==> src/rtl/t_ramp_gen_pkg.sv <==
// Shared fixed-point and state definitions for the temperature path.
// T samples are signed Q7.0; the ramp accumulator is signed Q8.7.
package t_ramp_gen_pkg;

  localparam int FRAC_BITS = 7;
  localparam int T_W       = 8;
  localparam int ACC_W     = T_W + FRAC_BITS + 1;

  typedef enum logic [1:0] {
    ST_IDLE = 2'd0,
    ST_RAMP = 2'd1,
    ST_HOLD = 2'd2
  } state_e;

  // Q7.0 -> Q8.7, sign-extended into the accumulator width
  function automatic logic signed [ACC_W-1:0] t_to_acc(input logic signed [T_W-1:0] t);
    return {t[T_W-1], t, {FRAC_BITS{1'b0}}};
  endfunction

endpackage

==> src/rtl/t_ramp_gen_sample_tick_div.sv <==
// Sample-rate divider: counts 0..TICK_DIV-1 while enabled, tick on the last count.
// clear restarts the count at 0 so the first tick lands TICK_DIV clocks later.
module sample_tick_div #(
  parameter int unsigned TICK_DIV = 16
) (
  input  logic clk,
  input  logic rst_n,
  input  logic clear,
  input  logic en,
  output logic tick
);

  localparam int CNT_W = $clog2(TICK_DIV);

  logic [CNT_W-1:0] cnt_q, cnt_d;

  assign tick = en && (cnt_q == CNT_W'(TICK_DIV - 1));

  always_comb begin
    cnt_d = cnt_q;
    if (clear) begin
      cnt_d = '0;
    end else if (en) begin
      cnt_d = tick ? '0 : cnt_q + CNT_W'(1);
    end
  end

  always_ff @(posedge clk or negedge rst_n) begin
    if (!rst_n) begin
      cnt_q <= '0;
    end else begin
      cnt_q <= cnt_d;
    end
  end

endmodule

==> src/rtl/t_ramp_gen.sv <==
// Temperature trajectory source: start value, clamped ramp to target, hold, done.
// One registered sample per TICK_DIV clocks; abort returns to IDLE, keeping T_out.
module t_ramp_gen
  import t_ramp_gen_pkg::*;
#(
  parameter int unsigned TICK_DIV = 16
) (
  input  logic                  clk,
  input  logic                  rst_n,
  input  logic                  start,
  input  logic                  abort,
  input  logic signed [T_W-1:0] T_start,
  input  logic signed [T_W-1:0] T_target,
  input  logic        [T_W-1:0] rate,
  input  logic        [T_W-1:0] hold_len,
  output logic signed [T_W-1:0] T_out,
  output logic                  t_valid,
  output logic                  init_out,
  output logic                  busy,
  output logic                  done
);

  state_e                  state_q, state_d;
  logic signed [ACC_W-1:0] acc_q, acc_d;
  logic signed [T_W-1:0]   tgt_q, tgt_d;
  logic        [T_W-1:0]   rate_q, rate_d;
  logic        [T_W-1:0]   hold_len_q, hold_len_d;
  logic        [T_W-1:0]   hold_cnt_q, hold_cnt_d;
  logic                    dir_up_q, dir_up_d;
  logic signed [T_W-1:0]   t_out_q, t_out_d;
  logic                    t_valid_q, t_valid_d;
  logic                    init_q, init_d;
  logic                    busy_q, busy_d;
  logic                    done_q, done_d;

  logic                    start_acc;
  logic                    tick;
  logic signed [ACC_W:0]   acc_ext, rate_ext, tgt_ext, step_sum;
  logic                    reached;

  assign start_acc = start && !abort && (state_q == ST_IDLE);

  sample_tick_div #(
    .TICK_DIV (TICK_DIV)
  ) u_tick (
    .clk   (clk),
    .rst_n (rst_n),
    .clear (start_acc || abort),
    .en    (state_q != ST_IDLE),
    .tick  (tick)
  );

  // One extra bit so a step past +/-full scale is compared, not wrapped
  assign acc_ext  = {acc_q[ACC_W-1], acc_q};
  assign rate_ext = $signed({{(ACC_W + 1 - T_W){1'b0}}, rate_q});
  assign tgt_ext  = {tgt_q[T_W-1], t_to_acc(tgt_q)};
  assign step_sum = dir_up_q ? (acc_ext + rate_ext) : (acc_ext - rate_ext);
  assign reached  = dir_up_q ? (step_sum >= tgt_ext) : (step_sum <= tgt_ext);

  always_comb begin
    state_d    = state_q;
    acc_d      = acc_q;
    tgt_d      = tgt_q;
    rate_d     = rate_q;
    hold_len_d = hold_len_q;
    hold_cnt_d = hold_cnt_q;
    dir_up_d   = dir_up_q;
    t_out_d    = t_out_q;
    t_valid_d  = 1'b0;
    init_d     = 1'b0;
    done_d     = 1'b0;

    if (abort) begin
      state_d = ST_IDLE;
    end else begin
      case (state_q)
        ST_IDLE: begin
          if (start) begin
            tgt_d      = T_target;
            rate_d     = rate;
            hold_len_d = hold_len;
            hold_cnt_d = hold_len;
            dir_up_d   = (T_target > T_start);
            acc_d      = t_to_acc(T_start);
            t_out_d    = T_start;
            t_valid_d  = 1'b1;
            init_d     = 1'b1;
            // Zero rate holds at the start value, never jumping to target
            state_d    = ((rate == '0) || (T_start == T_target)) ? ST_HOLD : ST_RAMP;
          end
        end
        ST_RAMP: begin
          if (tick) begin
            if (reached) begin
              acc_d      = t_to_acc(tgt_q);
              hold_cnt_d = hold_len_q;
              state_d    = ST_HOLD;
            end else begin
              acc_d = step_sum[ACC_W-1:0];
            end
            t_out_d   = acc_d[FRAC_BITS +: T_W];
            t_valid_d = 1'b1;
          end
        end
        ST_HOLD: begin
          if (tick) begin
            if (hold_cnt_q == '0) begin
              done_d  = 1'b1;
              state_d = ST_IDLE;
            end else begin
              t_out_d    = acc_q[FRAC_BITS +: T_W];
              t_valid_d  = 1'b1;
              hold_cnt_d = hold_cnt_q - 8'd1;
            end
          end
        end
        default: state_d = ST_IDLE;
      endcase
    end

    busy_d = (state_d != ST_IDLE);
  end

  always_ff @(posedge clk or negedge rst_n) begin
    if (!rst_n) begin
      state_q    <= ST_IDLE;
      acc_q      <= '0;
      tgt_q      <= '0;
      rate_q     <= '0;
      hold_len_q <= '0;
      hold_cnt_q <= '0;
      dir_up_q   <= 1'b0;
      t_out_q    <= '0;
      t_valid_q  <= 1'b0;
      init_q     <= 1'b0;
      busy_q     <= 1'b0;
      done_q     <= 1'b0;
    end else begin
      state_q    <= state_d;
      acc_q      <= acc_d;
      tgt_q      <= tgt_d;
      rate_q     <= rate_d;
      hold_len_q <= hold_len_d;
      hold_cnt_q <= hold_cnt_d;
      dir_up_q   <= dir_up_d;
      t_out_q    <= t_out_d;
      t_valid_q  <= t_valid_d;
      init_q     <= init_d;
      busy_q     <= busy_d;
      done_q     <= done_d;
    end
  end

  assign T_out    = t_out_q;
  assign t_valid  = t_valid_q;
  assign init_out = init_q;
  assign busy     = busy_q;
  assign done     = done_q;

endmodule

==> config.mk <==
export PLATFORM = sky130hd
export DESIGN_NAME = t_ramp_gen
export DESIGN_NICKNAME = d
export VERILOG_FILES = /design/src/rtl/t_ramp_gen_pkg.sv /design/src/rtl/t_ramp_gen_sample_tick_div.sv /design/src/rtl/t_ramp_gen.sv
export SDC_FILE = /design/constraint.sdc
export NUM_CORES = 1
export LEC_CHECK = 0
export ABC_CLOCK_PERIOD_IN_PS = 12870
export CAP_MARGIN = 40
export CORE_UTILIZATION = 60
export DETAILED_ROUTE_END_ITERATION = 6
export PLACE_DENSITY = 0.83
export SKIP_CTS_REPAIR_TIMING = 1
export SLEW_MARGIN = 15
export SYNTH_ARGS = -nofsm -noshare
export SYNTH_HDL_FRONTEND = slang
export SYNTH_SLANG_ARGS = --single-unit
==> constraint.sdc <==
create_clock -name clk -period 12.87 [get_ports clk]
set_clock_uncertainty 0.1 [all_clocks]
set_input_delay 1.9305 -clock clk [delete_from_list [all_inputs] [get_ports clk]]
set_output_delay 1.9305 -clock clk [all_outputs]
set_load 0.01 [all_outputs]
Word-level counts from Yosys, hierarchy flattened:

Index checks and enable logic that the tools add are counted.

* input bits: 36
* word-level logic and storage cells: 88
* register bits after elaboration: 67
* output and inout port bits: 12

* bitwise gates (word level): 1
* muxes and demuxes: 40
* reductions and logical operators: 18
* equal/unequal tests: 9
* magnitude comparators: 3
* add/subtract/negate cells: 4

Operators by type and width (count)
* 8-bit 2-to-1 mux: 9
* 16-bit 2-to-1 mux: 3
* 8-bit one-hot mux with 3 select lines: 2
* 16-bit one-hot mux with 2 select lines: 1
* 16-bit by 9-bit adder with 17-bit output: 1
* 17-bit by 15-bit >= comparator with 1-bit output: 1
* 17-bit by 15-bit <= comparator with 1-bit output: 1
* 17-bit 2-to-1 mux: 1
* 16-bit by 9-bit subtractor with 17-bit output: 1
* 8-bit logical NOT: 2
* 2-bit 2-to-1 mux: 7
* 1-bit 2-to-1 mux: 12
* 4-bit 2-to-1 mux: 3
* 8-bit == test: 1
* 8-bit > comparator: 1
* 2-bit nonzero test: 4
* 8-bit by 1-bit subtractor with 8-bit output, second input constant: 1
* 7-bit AND reduction: 1
* 2-bit inequality test, second input constant: 3
* 2-bit one-hot mux with 3 select lines: 1
* 6-bit AND reduction: 1
* 4-bit by 1-bit adder with 4-bit output, second input constant: 1
* 4-bit == test, second input constant: 1
* 2-bit by 1-bit inequality test with 1-bit output, second input constant: 2
* other kinds (11): 14

Longest topological paths before layout:

* word-level depth: 9
* mapped depth: 22
* depth with buffers taken out: 21

Cells and area by module:

A second synthesis with hierarchy kept.

* cell total of the unflattened synthesis: 547
* area, all modules: 4725.8 sq um

Modules (own cells, without submodules)
* t_ramp_gen: cells each 525, area each 4520.6 sq um, sequential area each 1576.5 sq um, times used 1
* sample_tick_div: cells each 22, area each 205.2 sq um, sequential area each 100.1 sq um, times used 1

Worst setup path before layout:

OpenSTA, ideal clock, no wires.

* kind: register -> register
* start: register rate_q[2]
* end: register acc_q[7]
* buffers on the path: 0
* stages on the path, launching flop included: 22
* library setup time: 0.085 ns
* arrival: 4.968 ns
* data required time: 12.685 ns
* period minus slack after synthesis: 5.153 ns
* path slack: 7.717 ns
* cells stage by stage: dfrtp_1 nor3_1 nand2_1 nor3_1 ha_1 mux2_2 ha_1 o21ai_0 or3_1 o21bai_1 a21o_1 a21boi_0 o211a_1 a211oi_1 ha_1 inv_1 a2111oi_0 o21ai_0 o211a_1 nor2_2 mux2_2 o21ai_0

* longest elaborated chain between the ends: 7
* elaborated cells between the ends (all ways): 9
* those cells by class: 2 x add/sub; 2 x order compare; 5 x mux

Ends and longest elaborated chain
* start: declaration: RTL line t_ramp_gen.sv:26 `logic [T_W-1:0] rate_q, rate_d;`
* start signal: assignment: RTL line t_ramp_gen.sv:142 `rate_q <= rate_d;`
* 16-bit by 9-bit subtractor with 17-bit output / 16-bit by 9-bit adder with 17-bit output (equally long branches): RTL line t_ramp_gen.sv:57 `assign step_sum = dir_up_q ? (acc_ext + rate_ext) : (acc_ext - rate_ext);`
* 17-bit 2-to-1 mux *: RTL line t_ramp_gen.sv:57
* 17-bit by 15-bit <= comparator with 1-bit output / 17-bit by 15-bit >= comparator with 1-bit output (equally long branches): RTL line t_ramp_gen.sv:58 `assign reached = dir_up_q ? (step_sum >= tgt_ext) : (step_sum <= tgt_ext);`
* 1-bit 2-to-1 mux: RTL line t_ramp_gen.sv:58
* 16-bit 2-to-1 mux *: RTL line t_ramp_gen.sv:94 `if (reached) begin`
* 16-bit 2-to-1 mux *: RTL line t_ramp_gen.sv:93 `if (tick) begin`
* 16-bit one-hot mux with 2 select lines *: RTL line t_ramp_gen.sv:76 `case (state_q)`
* end signal: assignment: RTL line t_ramp_gen.sv:127 `acc_q <= '0;`
* end signal: assignment: RTL line t_ramp_gen.sv:140 `acc_q <= acc_d;`
* end: declaration: RTL line t_ramp_gen.sv:24 `logic signed [ACC_W-1:0] acc_q, acc_d;`

Mark *: on every way between the ends. The rest lies on a longest branch, timed or not. The select of a mux whose other input is x is not followed.
A chain may end at the register's enable or synchronous reset.

Final worst setup path:

Ends and elaborated chain as after synthesis.

==> results.json <==
{
  "status": "complete, no violations",
  "clock_path_buffers": 2,
  "dp_hpwl_mm": 10.3,
  "cp_slowest_cell": "nor3_1",
  "arrival_ns": 6.29,
  "diodes": 0,
  "start_kind": "flop",
  "path_cells": "nor3_1, nand2_1, nor3_1, ha_1, mux2_2, ha_1, o21ai_0, or3_1, o21bai_1, a21o_1, a21boi_0, o211a_1, a211oi_1, ha_1, inv_1, a2111oi_0, o21ai_0, o211a_1, nor2_2, mux2_2, o21ai_0",
  "layout_setup_ws_ns": 6.75,
  "slew_headroom_pct": 40.9,
  "hold_depth": 2,
  "swShare_pct": 47.3,
  "setup_violations": 0,
  "synth_edf_count": 0,
  "hold_viol": 0,
  "vias": 4838,
  "dr.pass1.iters": 5,
  "dieArea_um2": 8910,
  "initial_core_util_pct": 62.0,
  "final_nets": 732,
  "p_seq_share_pct": 23.3,
  "netlist_top_cells_count": "84 x nand2_1, 67 x dfrtp_1, 50 x a21oi_1, 43 x ha_1",
  "period_minus_slack_ns": 6.12,
  "tritoncts": "built",
  "cp.depth": 21,
  "routabilityCongestion": 0.909,
  "grt_pass1_vias": 4733,
  "place_area_um2": 5670,
  "cts_root_buf": "clkbuf_8",
  "synthesis.nets": 695,
  "ys_ff_latch": 67,
  "synth_area_um2": 5120,
  "required_ns": 13.04,
  "cts_made_buffers": 9,
  "power_frac_clock_pct": 13.8,
  "stdcell_count": 762,
  "avgViaCountPerCell": 6.35,
  "io_buffers": 47,
  "avgSynthCellArea_um2": 8.33,
  "synthArstFlopShare_pct": 100,
  "yosys_most_used_dff": "dfrtp_1",
  "synth_cell_types": 75,
  "ant_nets": 0,
  "insertion_delay_ns": 0.36,
  "dp.cells": 745,
  "cts_num_sinks": 67,
  "hp-class": "reg2reg",
  "synth_top_cell_by_area": "dfrtp_1",
  "yosysSeqAreaShare_pct": 32.7,
  "p_per_area_nw_per_um2": 246,
  "synth_top_area_share_pct": 32.7,
  "antenna_found_initial": 0,
  "routed_wl_mm": 13.8,
  "maxCapViolations": 0,
  "ir_drop_mv": 0.115,
  "pre_cts_slack_ns": 6.95,
  "critPathBufInv": 1,
  "end_kind": "flop",
  "drc": 0,
  "fmax_mhz": 163,
  "pin_count": 48,
  "htreeDepth": 3,
  "syn_inst": 615,
  "synthTopCellsByArea": "dfrtp_1 33%, ha_1 11%, nand2_1 6.2%",
  "grt_pass1_wl_mm": 22.9,
  "worstMarginPinSlew_ns": 0.886,
  "fin_area_um2": 5910,
  "drtIter0Drc": 479,
  "grt_setup_unrepaired": "no",
  "path_max_fanout": 8,
  "critical-path-top-delay-family": "compound AO/OA/AOI/OAI gates",
  "path_clk_slew_ns": 0.08,
  "core-area_um2": 8260,
  "grt_overflow": 0,
  "ys_warn_count": 0,
  "rows": 33,
  "p_comb_share_pct": 62.9,
  "synth_most_common_cell": "nand2_1",
  "dieWidth_um": 94.4,
  "finalCritPeriodShare_pct": 47.5,
  "drive_gt1_share_pct": 8.37,
  "cpPeakStageDelay_ns": 0.45,
  "final_max_slew_viol_count": 0,
  "grt_usage_pct": 33.5,
  "p_switching_w": 0.000689,
  "detail_route.wl_per_cell_um": 18.2,
  "finalSetupTns_ns": 0,
  "grt_max_degree": 68,
  "crit_type": "reg2reg",
  "p_leak_nw": 2.58,
  "reg2regPathDepth": 21,
  "p_int_w": 0.000768,
  "areaGrowthSynthToFinish_pct": 15.4,
  "die_h_um": 94.4
}
[worst register-to-register path: stages, from the launching register on]
cell	delay [ns]
dfrtp_1	0.43
nor3_1	0.31
nand2_1	0.09
nor3_1	0.45
ha_1	0.34
mux2_2	0.27
ha_1	0.36
o21ai_0	0.15
or3_1	0.40
o21bai_1	0.23
a21o_1	0.20
a21boi_0	0.22
o211a_1	0.17
a211oi_1	0.04
ha_1	0.33
inv_1	0.05
a2111oi_0	0.42
o21ai_0	0.25
o211a_1	0.33
nor2_2	0.33
mux2_2	0.40
o21ai_0	0.18
[kinds of logic after synthesis]
group                      synth area share [%]
and+or+nand+nor                            20.6
xor gates and xnor gates                   2.91
adders and majority gates                  10.9
AOI/OAI and AO/OA                          23.2
buffers and inverters                      5.37
DFF                                        32.7
muxes                                      4.30
[layout make-up]
cell class / count / area [um2]
clock buffers: 12 / 145
fillers: 641 / 2340
well taps: 105 / 131
clock inverters: 4 / 73.8
flip-flops and latches: 67 / 1680
inverters: 42 / 158
repair buffers: 54 / 558
multi-input cells: 478 / 3170
[routing by layer]
metal / vias to the layer above / wire length (um) / GRT usage, %
met5: - / 0 / 0
met4: 0 / 459 / 15.0
met3: 45 / 1100 / 4.83
met2: 234 / 6450 / 52.7
met1: 2271 / 5830 / 45.7
li1: 2288 / - / -
[power by group through the flow]
stage | sequential, W | clock [W] | combinational, W
finish | 0.000339 | 0.000201 | 0.000917
detailed placement | 0.000342 | 0 | 0.000887
global placement | 0.000339 | 0 | 0.000848
CTS | 0.000338 | 0.000201 | 0.000895
global route | 0.000348 | 0.000212 | 0.00100
floorplan | 0.000324 | 0 | 0.000667
[path summary, 6_finish.rpt]
check,from,to,slack (ns)
setup / recovery,rate_q[2]$_DFFE_PN0P_,acc_q[7]$_DFFE_PN0P_,6.75
max in group asynchronous,rst_n,init_out$_DFF_PN0_,10.76
setup reg to reg,rate_q[2]$_DFFE_PN0P_,acc_q[7]$_DFFE_PN0P_,6.75
hold / removal,hold_len_q[2]$_DFFE_PN0P_,hold_len_q[2]$_DFFE_PN0P_,0.38
min in group asynchronous,rst_n,u_tick.cnt_q[3]$_DFFE_PN0P_,1.37
hold reg to reg,hold_len_q[2]$_DFFE_PN0P_,hold_len_q[2]$_DFFE_PN0P_,0.38
[metrics by stage]
step	hold slack (ns)	utilization (%)	total power, W
final	0.383	71.6	0.00146
after global routing	0.404	71.6	0.00156
after CTS	0.384	71.3	0.00143
after detailed placement	0.363	68.6	0.00123
after global placement	0.361	68.2	0.00119
after floorplan	0.346	-	0.000991
[flip-flops by register name, indices dropped and copies added (netlist names), 2 cells and up]
name          cells
hold_cnt_q        8
hold_len_q        8
state_q           2
rate_q            8
tgt_q             8
T_out             8
acc_q            16
u_tick.cnt_q      4
[placed cells by master (no fill, tap or decap), types with 14 or more instances in the layout]
| master | instances |
|---|---|
| nor2_1 | 42 |
| mux2_2 | 16 |
| nand2_1 | 84 |
| o21ai_0 | 35 |
| nor3_1 | 17 |
| ha_1 | 43 |
| a21oi_1 | 50 |
| dfrtp_1 | 67 |
| inv_1 | 42 |
| nand3_1 | 19 |
| o21ai_1 | 14 |
| clkdlybuf4s50_1 | 46 |
No activity file was read; power rests on OpenSTA's default activity.
